### src/rtl/synth_pkg.sv
// Shared constants for the polyphonic tone synth: PS/2 key codes, note
// frequencies and the scan-code to note-index decoder.
package synth_pkg;

  localparam logic [7:0] KEY_DO = 8'h1A;
  localparam logic [7:0] KEY_RE = 8'h22;
  localparam logic [7:0] KEY_MI = 8'h21;
  localparam logic [7:0] KEY_FA = 8'h2A;
  localparam logic [7:0] KEY_SO = 8'h32;
  localparam logic [7:0] KEY_LA = 8'h31;
  localparam logic [7:0] KEY_SI = 8'h3A;

  localparam int unsigned NOTES = 7;

  typedef struct packed {
    logic       valid;
    logic [2:0] idx;
  } note_t;

  function automatic note_t note_of(input logic [7:0] code);
    note_t n;
    n.valid = 1'b1;
    n.idx   = '0;
    case (code)
      KEY_DO:  n.idx = 3'd0;
      KEY_RE:  n.idx = 3'd1;
      KEY_MI:  n.idx = 3'd2;
      KEY_FA:  n.idx = 3'd3;
      KEY_SO:  n.idx = 3'd4;
      KEY_LA:  n.idx = 3'd5;
      KEY_SI:  n.idx = 3'd6;
      default: n.valid = 1'b0;
    endcase
    return n;
  endfunction

  // Each branch divides by a literal so the table folds to constants once clk_hz is a parameter.
  function automatic int unsigned note_half(input int unsigned clk_hz, input logic [2:0] idx);
    case (idx)
      3'd0:    return clk_hz / (2 * 523);
      3'd1:    return clk_hz / (2 * 587);
      3'd2:    return clk_hz / (2 * 659);
      3'd3:    return clk_hz / (2 * 698);
      3'd4:    return clk_hz / (2 * 784);
      3'd5:    return clk_hz / (2 * 880);
      default: return clk_hz / (2 * 988);
    endcase
  endfunction

endpackage

### src/rtl/tone_voice.sv
// One square-wave voice: half-period counter with phase toggle on wrap.
module tone_voice #(
  parameter int unsigned DIV_W = 24
) (
  input  logic             clk,
  input  logic             rst,
  input  logic             i_enable,
  input  logic             i_restart,
  input  logic [DIV_W-1:0] i_half_period,
  output logic             o_phase
);

  logic [DIV_W-1:0] r_cnt;
  logic             r_phase;

  // >= rather than == so a shorter half-period after an octave change still wraps.
  always_ff @(posedge clk or posedge rst) begin
    if (rst) begin
      r_cnt   <= '0;
      r_phase <= 1'b0;
    end else if (i_restart) begin
      r_cnt   <= '0;
      r_phase <= 1'b1;
    end else if (!i_enable) begin
      r_cnt   <= '0;
      r_phase <= 1'b0;
    end else if (r_cnt >= i_half_period - DIV_W'(1)) begin
      r_cnt   <= '0;
      r_phase <= ~r_phase;
    end else begin
      r_cnt <= r_cnt + DIV_W'(1);
    end
  end

  assign o_phase = r_phase;

endmodule

### src/rtl/poly_tone_synth.sv
// Polyphonic PS/2 key synth: voice allocation with round-robin stealing,
// square-wave voices, voice-count mixer and fixed-carrier PWM output.
module poly_tone_synth
  import synth_pkg::*;
#(
  parameter int unsigned CLK_HZ = 100_000_000,
  parameter int unsigned VOICES = 4,
  parameter int unsigned PWM_W  = 8,
  parameter int unsigned DIV_W  = 24
) (
  input  logic              clk,
  input  logic              rst,
  input  logic [7:0]        key_code,
  input  logic              key_valid,
  input  logic              key_released,
  input  logic [1:0]        octave,
  input  logic              mute,
  output logic              audio_pwm,
  output logic              audio_sd,
  output logic [VOICES-1:0] voice_active
);

  localparam int unsigned PTR_W  = (VOICES > 1) ? $clog2(VOICES) : 1;
  localparam int unsigned SUM_W  = $clog2(VOICES + 1);
  localparam int unsigned DUTY_W = PWM_W + 1;
  localparam int unsigned SHIFT  = PWM_W - $clog2(VOICES);

  logic [VOICES-1:0] r_busy;
  logic [7:0]        r_code [VOICES];
  logic [2:0]        r_note [VOICES];
  logic [PTR_W-1:0]  r_ptr;
  logic [PWM_W-1:0]  r_pwm_cnt;
  logic [PWM_W-1:0]  r_duty;
  logic              r_pwm;
  logic              r_sd;

  note_t             w_key;
  logic [VOICES-1:0] w_hit;
  logic [VOICES-1:0] w_rel;
  logic [VOICES-1:0] w_alloc;
  logic [VOICES-1:0] w_phase;
  logic              w_press;
  logic              w_have_free;
  logic [PTR_W-1:0]  w_free_idx;
  logic [PTR_W-1:0]  w_victim;
  logic [DIV_W-1:0]  w_half [VOICES];
  logic [SUM_W-1:0]  w_sum;
  logic [DUTY_W-1:0] w_duty_wide;
  logic [PWM_W-1:0]  w_duty;

  // Release wins over a same-cycle press; a held code suppresses re-allocation.
  always_comb begin
    w_key       = note_of(key_code);
    w_hit       = '0;
    w_have_free = 1'b0;
    w_free_idx  = '0;
    for (int unsigned i = 0; i < VOICES; i++) begin
      w_hit[i] = r_busy[i] && (r_code[i] == key_code);
      if (!r_busy[i] && !w_have_free) begin
        w_have_free = 1'b1;
        w_free_idx  = PTR_W'(i);
      end
    end
    w_rel    = key_released ? w_hit : '0;
    w_press  = key_valid && !key_released && w_key.valid && !(|w_hit);
    w_victim = w_have_free ? w_free_idx : r_ptr;
    w_alloc  = '0;
    for (int unsigned i = 0; i < VOICES; i++) begin
      w_alloc[i] = w_press && (w_victim == PTR_W'(i));
    end
  end

  always_ff @(posedge clk or posedge rst) begin
    if (rst) begin
      r_busy <= '0;
      r_ptr  <= '0;
      for (int unsigned i = 0; i < VOICES; i++) begin
        r_code[i] <= '0;
        r_note[i] <= '0;
      end
    end else begin
      for (int unsigned i = 0; i < VOICES; i++) begin
        if (w_alloc[i]) begin
          r_busy[i] <= 1'b1;
          r_code[i] <= key_code;
          r_note[i] <= w_key.idx;
        end else if (w_rel[i]) begin
          r_busy[i] <= 1'b0;
        end
      end
      if (w_press && !w_have_free) begin
        r_ptr <= (r_ptr == PTR_W'(VOICES - 1)) ? '0 : r_ptr + PTR_W'(1);
      end
    end
  end

  for (genvar g = 0; g < VOICES; g++) begin : g_voice
    assign w_half[g] = DIV_W'(note_half(CLK_HZ, r_note[g]) >> octave);

    tone_voice #(.DIV_W(DIV_W)) u_voice (
      .clk           (clk),
      .rst           (rst),
      .i_enable      (r_busy[g] && !w_rel[g]),
      .i_restart     (w_alloc[g]),
      .i_half_period (w_half[g]),
      .o_phase       (w_phase[g])
    );
  end

  // Only an all-voices-high sum reaches 2**PWM_W, so saturation is a single-bit test.
  always_comb begin
    w_sum = '0;
    for (int unsigned i = 0; i < VOICES; i++) begin
      w_sum = w_sum + SUM_W'(r_busy[i] & w_phase[i]);
    end
    w_duty_wide = DUTY_W'(w_sum) << SHIFT;
    w_duty      = w_duty_wide[PWM_W] ? '1 : w_duty_wide[PWM_W-1:0];
  end

  always_ff @(posedge clk or posedge rst) begin
    if (rst) begin
      r_pwm_cnt <= '0;
      r_duty    <= '0;
      r_pwm     <= 1'b0;
      r_sd      <= 1'b0;
    end else begin
      r_pwm_cnt <= r_pwm_cnt + PWM_W'(1);
      if (&r_pwm_cnt) begin
        r_duty <= w_duty;
      end
      r_pwm <= (r_pwm_cnt < r_duty) && !mute;
      r_sd  <= !mute;
    end
  end

  assign audio_pwm    = r_pwm;
  assign audio_sd     = r_sd;
  assign voice_active = r_busy;

endmodule

### config.mk
export PLATFORM = sky130hd
export DESIGN_NAME = poly_tone_synth
export DESIGN_NICKNAME = d
export VERILOG_FILES = /design/src/rtl/synth_pkg.sv /design/src/rtl/tone_voice.sv /design/src/rtl/poly_tone_synth.sv
export SDC_FILE = /design/constraint.sdc
export NUM_CORES = 1
export LEC_CHECK = 0
export BUFFER_PORTS_ARGS = -buffer_cell sky130_fd_sc_hd__buf_2
export CAP_MARGIN = 20
export CORE_MARGIN = 4
export CORE_UTILIZATION = 61
export DETAILED_ROUTE_END_ITERATION = 8
export HOLD_SLACK_MARGIN = 0.03
export PLACE_DENSITY = 0.78
export SLEW_MARGIN = 20
export SYNTH_ARGS = -nofsm -noshare
export SYNTH_HDL_FRONTEND = slang
export SYNTH_SLANG_ARGS = --single-unit
### constraint.sdc
create_clock -name clk -period 7.9 [get_ports clk]
set_input_delay 1.58 -clock clk [delete_from_list [all_inputs] [get_ports clk]]
set_output_delay 1.58 -clock clk [all_outputs]
set_load 0.05 [all_outputs]
==> impl_results.md, run 1 <==
* Grt total ovfl at 0
* CTS Buffer Depth at 2
* Remaining antenna violation count after routing at 0
* Layout area overhead at 6.03%
* Dpl cell area at 12900 um2
* CTS Root Cell: clkbuf_16
* Cell area power density at 161 nW/um2
* Setup violators final at 0
* Vias at 11023
* Reg power frac at 0.441
* Max-capacitance violation count at 0
* WL per Instance at 16.7 um
* Die width at between 150 and 200 um
* Pre-antenna DRT Iters at 8
* Starting density of the core at 0.625
* Multi-input gate area at 8140 um2
* Rel. slew slack at 0.314
* Sequential cell area at 4080 um2
* Wirelength, routed at 29.4 mm
* Largest net degree at the start of global routing at 87
* CTS sink count at 163
* Initial antenna violation count at 0
* Clk_skew at roughly 0.017 ns
* Die Y at around 150 um
* Commonest cells after routing, fill and taps aside: dfrtp_1 (163), nor2_1 (140), nand2_1 (127)
* Commonest non-fill, non-tap cell in the layout: dfrtp_1
* Top FF cell, synth: dfrtp_1
* Clock share of power at 0.383
* Row cnt at 52
* RSZ-0062 raised after global routing: no
* GRT Resource Usage Total at 0.254
* Critical Path AT at approximately 6.6 ns
* Mapped Area at 12700 um2
* # resized after CTS at 0
* Final Hold Viols at 0
* First-pass GRT wire length at 50.1 mm
* Vias in the first global route at 10427
* Clk Latency, worst-skew pair at ~0.45 ns
* Layout filler cell count at ~1700
* Peak VDD IR at 181 uV
* Die ar. at 23200 um2
* Fmax at 159 MHz
* Psw at between 700 and 800 uW
* Netlist cell types at 70
* CP Class: input port to register
* Core Area at 20400 um2
* Comb power frac at 0.176
* Clock-pin slew on the worst setup and hold paths at 0.07 ns
* Layout cell share with drive strength beyond 1 at 0.0796
* Crit. End Element: register
* CTS Buf Count at 17
* Maximum fanout along the worst path at 50
* CP required at 8.24 ns
* Metal3 WL at 1.59 mm
* Design Area, Final at 13500 um2
* Setup bufs post-CTS at 0
* Critical path startpoint category: input port
* Min-delay worst type: register to register
* HPWL reported at the end of detailed placement at between 20 and 25 mm
* Lkg Pwr at 0.00604 uW
* CTS tree: done
* Final nets at 1601
* # diodes at 0
* CTS Hold Bufs at 0
* I/O pin cnt at 21
* DR iter-0 viols at 935
* Final Max Tran Viols at 0
* Final TNS setup at 0 ns
* Max Used Layer: met4
* Sequential share of the synthesized area at 0.321
* Final Wtd Congestion at 0.941
* Met2 Wirelength at 14.0 mm
* Metal-1 WL at 13.0 mm
* Vias per cell at 6.29
* P_int at 1460 uW
* Gate count of the mapped netlist at 1491
* CTS HTree Levels at 4
* Outcome: completed
* Sw frac at 0.326
* Yosys Warn Count at 0
* Avg Inst Size Synth at 8.53 um2
* Post-synth EDFFs at 0
* Period minus WS final at approximately 6.3 ns
* Port buffer count at 20
* DRC violations left at 0
* #FFs+latches synth at approximately 160
* Fin crit share at 0.796
* FFs w/ async S/R, synth at 1.00
* Slew @ Worst Pin at 1.03 ns
power groups by stage:
stage	clock network (uW)	logic (uW)	registers, uW
after floorplan	0	299	953
after global placement	0	363	970
after detailed placement	0	377	971
after CTS	850	383	956
after global routing	877	444	966
final	831	382	956
area by class of cell:
type                       count  area share
inverter                      39      0.0112
timing repair buffer          31      0.0138
sequential                   163       0.302
clock buffer                  17      0.0315
multi-input combinational   1219       0.604
tap                          270      0.0251
clock inverter                14      0.0123
cell usage after synthesis (11+ instances only):
cell | count | area share
nor4_1 | 14 | 0.0069
o22ai_1 | 15 | 0.0074
ha_1 | 114 | 0.11
o21ai_0 | 80 | 0.031
buf_1 | 13 | 0.0038
nor3_1 | 94 | 0.037
nor2b_1 | 16 | 0.0079
nand2_1 | 127 | 0.037
inv_1 | 36 | 0.011
xnor2_1 | 50 | 0.034
a211oi_1 | 22 | 0.013
o221ai_1 | 14 | 0.0096
and2_1 | 11 | 0.0054
a21oi_1 | 77 | 0.030
dfrtp_1 | 163 | 0.32
and3_1 | 29 | 0.014
mux2_2 | 29 | 0.026
nand4_1 | 29 | 0.014
o31ai_1 | 12 | 0.0071
nand3_1 | 55 | 0.022
xor2_1 | 84 | 0.058
o21a_1 | 11 | 0.0065
o211ai_1 | 17 | 0.010
nor2_1 | 140 | 0.041
a31oi_1 | 19 | 0.0093
clkbuf_1 | 61 | 0.018
through the flow:
stage / instances / hold slack (ns) / util / total power [uW] / setup slack, ns
4_1_cts: 1753 / 0.509 / 0.662 / 2190 / 1.67
5_1_grt: 1753 / 0.542 / 0.662 / 2290 / 1.10
3_5_place_dp: 1722 / 0.495 / 0.633 / 1350 / 1.36
2_1_floorplan: 1518 / 0.454 / - / 1250 / 1.92
3_3_place_gp: 1722 / 0.493 / 0.633 / 1330 / 1.53
6_report: 1753 / 0.507 / 0.662 / 2170 / 1.61
logic make-up (layout without fill, tap and decap cells):
kind of cell	after synthesis	after routing	share of synthesized area
AOI/OAI and AO/OA	343	343	0.177
xor gates and xnor gates	134	134	0.0923
adders and majority gates	117	117	0.115
buffers and inverters	136	101	0.0473
DFF	163	163	0.321
muxes	41	41	0.0379
other	1	28	0.000295
and+or+nand+nor	556	556	0.210
final timing paths:
| path | from | endpoint | slack (ns) | cells past startpoint |
|---|---|---|---|---|
| max reg2reg | r_note[8] | g_voice[1].u_voice.r_cnt[12] | 2.55 | 16 |
| min reg2reg | g_voice[1].u_voice.r_cnt[0] | g_voice[1].u_voice.r_cnt[0] | 0.51 | 1 |
| min | g_voice[1].u_voice.r_cnt[0] | g_voice[1].u_voice.r_cnt[0] | 0.51 | 1 |
| max | octave[1] | g_voice[1].u_voice.r_cnt[12] | 1.61 | 16 |
| max in group asynchronous | rst | g_voice[3].u_voice.r_cnt[16] | 5.41 | 3 |
| min in group asynchronous | rst | audio_pwm | 1.25 | 2 |
registers in the layout, indices dropped and copies added (netlist names):
signal / cells
r_code: 32
r_duty: 3
audio_sd: 1
r_ptr: 2
r_pwm_cnt: 8
g_voice.u_voice.r_cnt: 96
g_voice.u_voice.o_phase: 4
r_note: 12
voice_active: 4
audio_pwm: 1
layer usage:
metal	up-vias	track usage
met2	371	0.415
met5	-	0
li1	5339	-
met4	0	0.0873
met1	5236	0.344
met3	77	0.0432
worst max-delay path: stages:
cell,delay [ns]
buf_2,0.07
buf_4,0.39
clkinv_1,0.68
buf_4,0.46
a21oi_1,0.23
ha_1,0.32
mux2_2,0.36
a22oi_1,0.14
a21o_1,0.14
o221ai_1,0.10
ha_1,0.33
a211oi_1,0.27
o21ai_0,0.17
a2bb2oi_1,0.24
nand3_1,0.68
nor3_1,0.43
Power figures use the tool's default switching activity.
==> run 2, diff against run 1 <==
--- a/config.mk
+++ b/config.mk
@@ -5,6 +5,7 @@
 export SDC_FILE = /design/constraint.sdc
 export NUM_CORES = 1
 export LEC_CHECK = 0
+export ABC_AREA = 1
 export BUFFER_PORTS_ARGS = -buffer_cell sky130_fd_sc_hd__buf_2
 export CAP_MARGIN = 20
 export CORE_MARGIN = 4
==> constraint.sdc (replaced) <==
create_clock -name clk -period 6 [get_ports clk]
set_input_delay 1.2 -clock clk [delete_from_list [all_inputs] [get_ports clk]]
set_output_delay 1.2 -clock clk [all_outputs]
set_load 0.05 [all_outputs]
==> run 2 against run 1 <==
  * Sequential power rose by 27%
  * First-iteration DRC count fell by 1.6%
  * Non-clock buffer count fell by 4
  * Synthesized cell count rose by 27%
  * Register-to-register slack got worse by 0.50 ns
  * Total power rose by 29%
  * Routed wire length rose by 3.5%
  * Clock power rose by 31%
  * Critical path type unchanged
==> impl_results.md, run 2 <==
* # diodes at 0 (unchanged)
* Clock-pin slew on the worst setup and hold paths at 0.07 ns (about the same)
* Avg Inst Size Synth at 7.01 um2 (-18%)
* Pre-antenna DRT Iters at 6 (-2)
* CTS sink count at 163 (unchanged)
* Max reg flops at 96 (unchanged)
* Rel. slew slack at 0.477 (+0.163)
* Crit-path cells: buf_2 > inv_1 > a21oi_1 > o21ai_0 > ha_1 > inv_1 > nor2_1 > nand2_1 > xor2_1 > ha_1 > nand2_1 > nor4_1 > nand4_1 > nand3_2 > nor2_1 > nand2_1 > nor2_4
* CP Class: input port to register
* Die Y at 155 um (+2.0%)
* Commonest non-fill, non-tap cell in the layout: nand2_1
* DRC violations left at 0 (unchanged)
* WL per Instance at 13.8 um (-18%)
* Initial antenna violation count at 0 (unchanged)
* Top post-synthesis cells by count: nand2_1 (507), nor2_1 (262), inv_1 (208)
* Layout filler cell count at 1875 (+13%)
* CP required at 6.31 ns (-1.93 ns)
* Reg-to-Reg End: g_voice[3].u_voice.r_cnt[11]
* Largest net degree at the start of global routing at 67 (-23%)
* CTS Buf Count at 17 (unchanged)
* Dominant cell type by area after synthesis: dfrtp_1
* Starting density of the core at 0.624 (about the same)
* Min-delay worst type: register to register
* Peak VDD IR at 141 uV (-22%)
* # resized after CTS at 0 (unchanged)
* Max-capacitance violation count at 0 (unchanged)
* Top-count cell post-synth: nand2_1
* Setup bufs post-CTS at 0 (unchanged)
* Synth top area share at 0.308 (-0.0128)
* Die width at 155 um (+2.0%)
* Layout area overhead at 6.67%
* #FFs+latches synth at 163 (unchanged)
* Critical path startpoint category: input port
* Fin crit share at 0.746
* DR iter-0 viols at 920 (-1.6%)
* Sequential share of the synthesized area at 0.308 (-0.0128)
* Biggest register: g_voice.u_voice.r_cnt
* Hold path depth at 2 (+1)
* CTS Root Cell: clkbuf_16
* Synth area leaders: dfrtp_1 (31%), nand2_1 (14%), ha_1 (11%), nor2_1 (7.4%), inv_1 (5.9%)
* CTS tree: done
* First-pass GRT wire length at 53.3 mm (+6.3%)
* Core Area at 21200 um2 (+4.2%)
* Top FF cell, synth: dfrtp_1
* Design Area, Final at 14100 um2 (+4.8%)
* GRT Resource Usage Total at 0.263 (+0.00841)
* Hold Crit Endpoint: r_code[22]
* Commonest cells after routing, fill and taps aside: nand2_1 (507), nor2_1 (262), inv_1 (206)
* FFs w/ async S/R, synth at 1.00 (unchanged)
* Outcome: completed
* CTS Hold Bufs at 0 (unchanged)
* Netlist cell types at 51 (-27%)
* Clk Latency, worst-skew pair at 0.44 ns (about the same)
* Port buffer count at 20 (unchanged)
* CTS HTree Levels at 4 (unchanged)
* Crit. End Element: register
* Vias in the first global route at 11636 (+12%)
* Crit-path most repeated cell: nand2_1
* Final nets at 2044 (+28%)
* Critical Path Max Stage Delay at 0.47 ns (-0.21 ns)
* Cell area power density at 199 nW/um2 (+24%)
* I/O pin cnt at 21 (unchanged)
* RSZ-0062 raised after global routing: no
* Final Max Tran Viols at 0 (unchanged)
* Row cnt at 53 (+1.9%)
* HPWL reported at the end of detailed placement at 22.9 mm (+12%)
* Slowest CP cell: nand3_2
* Flop2flop setup slack at 2.05 ns (-0.50 ns)
* Layout cell share with drive strength beyond 1 at 0.0576 (-0.0220)
* Yosys Warn Count at 0 (unchanged)
* Clk_skew at 0.0145 ns (-0.00234 ns)
* Vias per cell at 5.48 (-13%)
* Fmax at 224 MHz
* Final TNS setup at 0 ns (unchanged)
* CTS Buffer Depth at 2 (unchanged)
* Slew @ Worst Pin at 0.782 ns (-0.246 ns)
* Worst R2R Path Depth at 19 (+3)
* Mapped Area at 13200 um2 (+4.2%)
* Remaining antenna violation count after routing at 0 (unchanged)
* Lkg Pwr at 0.00697 uW (+15%)
* Final Hold Viols at 0 (unchanged)
* Gate count of the mapped netlist at 1891 (+27%)
* Post-synth EDFFs at 0 (unchanged)
* Power Total at 2810 uW (+29%)
* Wirelength, routed at 30.4 mm (+3.5%)
* Biggest regs: g_voice.u_voice.r_cnt x96, r_code x32, r_note x12
* Vias at 12074 (+9.5%)
* Die ar. at 24100 um2 (+3.9%)
* Final std cells w/o fill at 2202 (+26%)
* Hold Crit Start: r_code[22]
* Critical register-to-register path startpoint: r_note[0]
* Grt total ovfl at 0 (unchanged)
* Final Wtd Congestion at 0.933 (-0.84%)
* Placed cells at 2170 (+26%)
* Setup violators final at 0 (unchanged)
* Critical Path AT at 4.79 ns (-1.84 ns)
* Period minus WS final at 4.47 ns
* Dpl cell area at 13600 um2 (+5.2%)
* Maximum fanout along the worst path at 21 (-58%)
-- run 2: cell count changes in the layout (fill, tap and decap cells not counted), moves of 16 or more --
cell / delta
nand2_1: +380
inv_1: +171
nor2_1: +122
nor3_1: -55
nand4_1: +37
o21ai_0: +34
mux2_2: -29
o21ai_1: +26
and3_1: -24
nor2_4: +21
a211oi_1: -20
a21oi_1: -17
a31oi_1: -17
nor2b_1: -16
-- run 2: how the worst max path moves through the flow --
stage               startpoint                           end  slack, ns  cells after the start
floorplan                  rst                     audio_pwm       0.40                      1
global placement     octave[0]  g_voice[2].u_voice.r_cnt[11]       1.38                     20
detailed placement   octave[0]  g_voice[3].u_voice.r_cnt[11]       1.18                     17
CTS                  octave[0]  g_voice[3].u_voice.r_cnt[11]       1.64                     17
global route         octave[0]  g_voice[3].u_voice.r_cnt[21]       1.26                     17
finish               octave[0]  g_voice[3].u_voice.r_cnt[11]       1.53                     17
-- run 2: per-layer routing --
metal  track usage  vias up  routed length, um
met4        0.0692        0                516
met1         0.353     5528              13800
met2         0.441      325              14500
met5             0        -                  0
met3        0.0445       53               1570
li1              -     6168                  -
-- run 2: kinds of logic (layout without fill, tap and decap cells) --
kind of cell	count (synthesis)	after routing	share of synthesized area
buffers and inverters	267	276	0.0844
multiplexers	1	1	0.000756
AO/OA/AOI/OAI	241	241	0.0989
AND/OR/NAND/NOR	995	995	0.327
other	1	28	0.000283
adder cells (fa/ha/maj)	115	115	0.109
flip-flops	163	163	0.308
XOR/XNOR	108	108	0.0714
-- run 2: layout make-up --
cell class	count	area (um2)	share of cell area
multi-input cells	1488	8150	0.577
flip-flops and latches	163	4080	0.289
inverters	217	832	0.0589
clock buffers	18	429	0.0304
well taps	275	344	0.0243
repair buffers	27	153	0.0108
clock inverters	14	143	0.0101
-- run 2: power by group --
group / switching [uW] / internal, uW
Combinational: 331 / 175
Sequential: 66.0 / 1150
Clock: 507 / 585
Total: 904 / 1910
-- run 2: critical path: cells and delay by family --
kind | cells | cell delay (ns)
and+or+nand+nor | 9 | 1.71
adders and majority gates | 2 | 0.51
buffers and inverters | 3 | 0.62
AOI/OAI and AO/OA | 2 | 0.57
xor gates and xnor gates | 1 | 0.16
-- run 2: per-stage QoR --
stage           util  setup WS [ns]  hold slack (ns)
6_report       0.666           1.53            0.487
5_1_grt        0.666           1.26            0.508
4_1_cts        0.666           1.64            0.490
3_5_place_dp   0.639           1.18            0.472
3_3_place_gp   0.639           1.38            0.469
2_1_floorplan      -          0.395            0.451
